`src/rtl/decled_pkg.sv`:
```
// Shared types and defaults for the LED-pair scanner that feeds decled.
//   seq_state_t  : sequencer states
//   CODE_OFF     : code that turns every LED off
//   CODE_*_DEF   : default scan range and step period
package decled_pkg;

  typedef enum logic [1:0] {
    ST_IDLE   = 2'd0,
    ST_RUN    = 2'd1,
    ST_PAUSE  = 2'd2,
    ST_FORCED = 2'd3
  } seq_state_t;

  localparam logic [3:0] CODE_OFF     = 4'h0;
  localparam logic [3:0] CODE_MIN_DEF = 4'd1;
  localparam logic [3:0] CODE_MAX_DEF = 4'd8;
  localparam int         TICK_DIV_DEF = 2_700_000;

endpackage

```
`src/rtl/decled_seq_tick_gen.sv`:
```
// Step prescaler for the scanner.
//   clk, rst : clock, synchronous active-high reset
//   en       : count this cycle
//   clr      : force the count back to zero (wins over en)
//   tick     : high in the cycle where the count is at TICK_DIV-1 and en is
//              set; the count wraps to zero on that edge
module tick_gen #(
  parameter int TICK_DIV = 2_700_000
) (
  input  logic clk,
  input  logic rst,
  input  logic en,
  input  logic clr,
  output logic tick
);

  localparam int            CW   = $clog2(TICK_DIV);
  localparam logic [CW-1:0] LAST = CW'(TICK_DIV - 1);

  logic [CW-1:0] cnt_p0;

  assign tick = en && (cnt_p0 == LAST);

  always_ff @(posedge clk) begin
    if (rst || clr) begin
      cnt_p0 <= '0;
    end else if (en) begin
      cnt_p0 <= tick ? '0 : cnt_p0 + 1'b1;
    end
  end

endmodule

```
`src/rtl/decled_seq.sv`:
```
// Scanner sequencer driving the 4-bit code input of decled.
//   start_i/stop_i/pause_i : one-cycle control pulses
//   bounce_i               : 1 = reverse at the ends, 0 = wrap
//   dir_i                  : start direction, sampled on a fresh start
//   load_valid/load_code   : forced-code request, accepted when load_ready
//   load_ready             : high whenever the scanner is not running
//   code_o                 : registered code to decled
//   busy_o                 : registered, high while running
//   tick_o                 : registered, one-cycle pulse per step
module decled_seq
  import decled_pkg::*;
#(
  parameter int         TICK_DIV = TICK_DIV_DEF,
  parameter logic [3:0] CODE_MIN = CODE_MIN_DEF,
  parameter logic [3:0] CODE_MAX = CODE_MAX_DEF
) (
  input  logic       clk,
  input  logic       rst,
  input  logic       start_i,
  input  logic       stop_i,
  input  logic       pause_i,
  input  logic       bounce_i,
  input  logic       dir_i,
  input  logic       load_valid,
  input  logic [3:0] load_code,
  output logic       load_ready,
  output logic [3:0] code_o,
  output logic       busy_o,
  output logic       tick_o
);

  seq_state_t state;
  logic       dir;      // 0 = counting up, 1 = counting down
  logic       xfer;
  logic       go_fresh;
  logic       pre_en;
  logic       pre_clr;
  logic       tick;
  logic [4:0] nxt;      // {next dir, next code}

  // Next position along the scan; returns {dir, code}.
  function automatic logic [4:0] step_code(input logic [3:0] c, input logic d,
                                           input logic b);
    logic [4:0] r;
    r = {d, c};
    if (!d) begin
      if (c >= CODE_MAX) r = b ? {1'b1, CODE_MAX - 4'd1} : {1'b0, CODE_MIN};
      else               r = {1'b0, c + 4'd1};
    end else begin
      if (c <= CODE_MIN) r = b ? {1'b0, CODE_MIN + 4'd1} : {1'b1, CODE_MAX};
      else               r = {1'b1, c - 4'd1};
    end
    return r;
  endfunction

  // load_ready depends on state only, so the handshake has no input-to-output path.
  assign load_ready = (state != ST_RUN);
  assign xfer       = load_valid && load_ready && !stop_i;
  assign go_fresh   = start_i && !stop_i && !xfer &&
                      (state == ST_IDLE || state == ST_FORCED);
  // Pausing holds the count, so a resume finishes the interrupted period.
  assign pre_en     = (state == ST_RUN) && !stop_i && !pause_i;
  assign pre_clr    = stop_i || xfer || go_fresh;
  assign nxt        = step_code(code_o, dir, bounce_i);

  tick_gen #(.TICK_DIV(TICK_DIV)) u_tick (
    .clk  (clk),
    .rst  (rst),
    .en   (pre_en),
    .clr  (pre_clr),
    .tick (tick)
  );

  always_ff @(posedge clk) begin
    if (rst) begin
      state  <= ST_IDLE;
      dir    <= 1'b0;
      code_o <= CODE_OFF;
      busy_o <= 1'b0;
      tick_o <= 1'b0;
    end else begin
      tick_o <= 1'b0;
      if (stop_i) begin
        state  <= ST_IDLE;
        code_o <= CODE_OFF;
        busy_o <= 1'b0;
      end else if (xfer) begin
        state  <= ST_FORCED;
        code_o <= load_code;
        busy_o <= 1'b0;
      end else if (go_fresh) begin
        state  <= ST_RUN;
        dir    <= dir_i;
        code_o <= dir_i ? CODE_MAX : CODE_MIN;
        busy_o <= 1'b1;
      end else begin
        case (state)
          ST_PAUSE: begin
            if (start_i) begin
              state  <= ST_RUN;
              busy_o <= 1'b1;
            end
          end
          ST_RUN: begin
            if (pause_i) begin
              state  <= ST_PAUSE;
              busy_o <= 1'b0;
            end else if (tick) begin
              dir    <= nxt[4];
              code_o <= nxt[3:0];
              tick_o <= 1'b1;
            end
          end
          default: ;
        endcase
      end
    end
  end

endmodule
```
`config.mk`:
```
export PLATFORM = sky130hd
export DESIGN_NAME = decled_seq
export DESIGN_NICKNAME = d
export VERILOG_FILES = /design/src/rtl/decled_pkg.sv /design/src/rtl/decled_seq_tick_gen.sv /design/src/rtl/decled_seq.sv
export SDC_FILE = /design/constraint.sdc
export NUM_CORES = 1
export LEC_CHECK = 0
export BUFFER_PORTS_ARGS = -buffer_cell sky130_fd_sc_hd__buf_2
export CORE_ASPECT_RATIO = 0.5
export CORE_MARGIN = 2
export CORE_UTILIZATION = 50
export CTS_CLUSTER_DIAMETER = 80
export DETAILED_ROUTE_END_ITERATION = 10
export HOLD_SLACK_MARGIN = 0.03
export MAX_ROUTING_LAYER = met4
export PLACE_DENSITY = 0.73
export SKIP_LAST_GASP = 1
export SYNTH_ARGS = -nofsm -noshare
export SYNTH_HDL_FRONTEND = slang
export SYNTH_SLANG_ARGS = --single-unit
```
`constraint.sdc`:
```
create_clock -name clk -period 2.1 [get_ports clk]
set_clock_uncertainty 0.05 [all_clocks]
set_input_delay 0.42 -clock clk [delete_from_list [all_inputs] [get_ports clk]]
set_output_delay 0.42 -clock clk [all_outputs]
set_load 0.01 [all_outputs]
```
==> impl_metrics.py <==
metrics = {
    "run_status": {
        "status": "finished, final reports clean",
    },
    "drt": {
        "wl_um": 4220,
        "num_vias": 1749,
        "wl_per_cell_um": 13.6,
        "ant_nets": 0,
        "first_iter_violations": 51,
        "vias_per_cell": 5.62,
        "drt_pre_antenna_iters": 4,
        "drc": 0,
    },
    "floorplanning": {
        "fp.dieW_um": 90.8,
        "dieArea_um2": 4300,
        "ioPinCount": 19,
        "start_util": 0.534,
        "row_count": 15,
        "chipHeight_um": 47.4,
        "core_area_um2": 3530,
    },
    "yosys": {
        "synth_xor_area_frac": 0.0930,
        "synthMuxAreaShare": 0.0219,
        "synth-simple-area-share": 0.361,
        "synthAdderAreaFrac": 0.0532,
        "synth_area_um2": 1880,
        "avgSynthCellArea_um2": 8.37,
        "yosys_warnings": 0,
        "ys_types": 49,
        "syn-num-nets": 245,
        "synth.yosys.seq_area_share": 0.330,
        "synthCells": 225,
        "ys_ff_latch": 31,
        "synth_edf_count": 0,
        "async_reset_ff_frac": 0,
        "ys.flop_type": "dfxtp_1",
        "synth_top_family_by_area": "simple AND/OR/NAND/NOR gates",
        "synth_compound_area_frac": 0.0930,
    },
    "power": {
        "combPwrFrac": 0.137,
        "power_frac_clock": 0.371,
        "swShare": 0.268,
        "ir_drop_mv": 0.239,
        "intPower_w": 0.000906,
        "pwr-share-seq": 0.493,
        "p_per_area_nw_per_um2": 560,
        "p_switching_w": 0.000332,
        "p_leak_nw": 0.874,
        "finalPower_w": 0.00124,
    },
    "global_route": {
        "antenna_found_initial": 0,
        "grt.overflow.total": 0,
        "grt_use_total": 0.222,
        "grt_pass1_wl_um": 7000,
        "grt_pass1_vias": 1513,
        "grt_max_degree": 21,
    },
    "place": {
        "gp_congestion": 0.889,
        "io_buffers": 18,
        "pre_cts_slack_ns": 0.0367,
        "hpwl_um": 3070,
        "placedInstanceArea_um2": 2120,
    },
    "job": {
        "drv_cap": 0,
    },
    "layout": {
        "areaGrowthSynthToFinish_pct": 17.5,
        "layout_commonest_cell": "dfxtp_1",
        "mostFrequentLayoutCells": "dfxtp_1, nor2_1, buf_2, nand2_1, xor2_1",
        "n_fill_cell": 315,
        "finalNetCount": 279,
        "drive_gt1_frac": 0.204,
        "fin_area_um2": 2210,
        "n_antenna_cell": 0,
    },
    "timing": {
        "max_freq_ghz": 0.505,
        "rsz0062_at_grt": "no",
        "finalSetupViolCount": 0,
        "tightest_slew_ns": 0.409,
        "post-route-period-util": 0.942,
        "hold_viol": 0,
        "slew_viol_final": 0,
        "tns_ns": 0,
        "setup_ws_ns": 0.121,
        "finalCriticalPeriod_ns": 1.98,
        "slew-limit-headroom": 0.725,
    },
    "setup_path": {
        "worstPathArrival_ns": 2.11,
        "endpoint_kind": "flop",
        "cp_max_fo": 7,
        "critPathTopFamily": "simple AND/OR/NAND/NOR gates",
        "crit_buf_inv": 2,
        "crit_chain": "inv_1 -> ha_1 -> buf_4 -> nand2b_2 -> or3_1 -> and3_1 -> a211o_1",
        "crit_path_start_kind": "flop",
        "critPathKind": "flop to flop",
        "cp_slowest_cell": "dfxtp_1",
        "cp.required_ns": 2.24,
        "critPathMaxStageDelay_ns": 0.39,
    },
    "clocking": {
        "cts_root_buf": "clkbuf_8",
        "clock_path_buffers": 2,
        "cts_tree": "done",
        "postCtsSetupRepairBufs": 0,
        "insertion_delay_ns": 0.29,
        "cts_inserted_buffers": 5,
        "htree_levels": 2,
        "clkSlewWorstSetupHoldPaths_ns": 0.07,
        "clkSinkCount": 31,
    },
    "min_path": {
        "hp-class": "input port to flop",
    },
}
-- cells in the mapped netlist, drive strengths merged, types with 5 or more instances --
cell / n / share of area
nand4: 12 / 0.040
nor2: 31 / 0.063
nor3: 9 / 0.030
dfxtp: 31 / 0.33
a21oi: 7 / 0.019
inv: 11 / 0.022
nand2: 17 / 0.035
ha: 8 / 0.053
nor4: 5 / 0.028
nand3: 14 / 0.037
xor2: 16 / 0.074
-- power groups by stage --
stage	clock network, W	registers, W	logic (W)
2_1_floorplan	0	0.000619	0.000108
3_3_place_gp	0	0.000622	0.000159
3_5_place_dp	0	0.000623	0.000162
4_1_cts	0.000467	0.000609	0.000163
5_1_grt	0.000498	0.000611	0.000188
6_report	0.000459	0.000610	0.000169
-- kinds of logic after synthesis --
group                      count (synthesis)
AOI/OAI and AO/OA                         26
xor gates and xnor gates                  20
adders and majority gates                  8
buffers and inverters                     18
DFF                                       31
muxes                                      4
and+or+nand+nor                          118
-- metrics by stage --
| step | utilization | std cells | hold WS [ns] |
|---|---|---|---|
| after global routing | 0.627 | 311 | 0.311 |
| after CTS | 0.624 | 311 | 0.313 |
| after detailed placement | 0.601 | 303 | 0.445 |
| after global placement | 0.601 | 303 | 0.445 |
| after floorplan | - | 225 | 0.437 |
| final | 0.627 | 311 | 0.306 |
-- cell type report --
| cell class | count | area (um^2) | share of cell area |
|---|---|---|---|
| Multi-Input combinational cell | 176 | 1180 | 0.535 |
| Sequential cell | 31 | 621 | 0.281 |
| Timing Repair Buffer | 34 | 223 | 0.101 |
| Clock buffer | 7 | 76.3 | 0.0345 |
| Tap cell | 51 | 63.8 | 0.0288 |
| Inverter | 11 | 41.3 | 0.0187 |
| Clock inverter | 1 | 5.00 | 0.00226 |
-- worst paths after layout --
path                                       startpoint                endpoint  slack [ns]  depth (start not counted)
worst max register to register  state[1]$_SDFFE_PP0P_  code_o[0]$_SDFFE_PP0P_        0.12                          7
worst max-delay path            state[1]$_SDFFE_PP0P_  code_o[0]$_SDFFE_PP0P_        0.12                          7
worst min register to register    busy_o$_SDFFE_PP0P_     busy_o$_SDFFE_PP0P_        0.46                          2
worst min-delay path                     load_code[1]  code_o[1]$_SDFFE_PP0P_        0.31                          3
-- registers in the layout (all words and copies together), names as in the netlist --
register and flops:
u_tick.cnt_p0 22, code_o 4, state 2, busy_o 1, dir 1, tick_o 1
-- worst min-delay path, cell delays in order --
cell     delay [ns]
buf_2          0.08
nand3_1        0.06
nand3_1        0.06
-- what timing repair did --
item,in CTS,in global routing
hold buffers,0,0
gates resized for setup,0,3
endpoints found under the setup margin,0,7
-- per-layer routing --
metal	track usage	part of all wire	vias up
li1	-	-	879
met1	0.285	0.52	829
met2	0.321	0.42	36
met3	0.0819	0.050	5
met4	0.0909	0.011	0
met5	-	0	-
No activity file was read; power rests on OpenSTA's default activity.
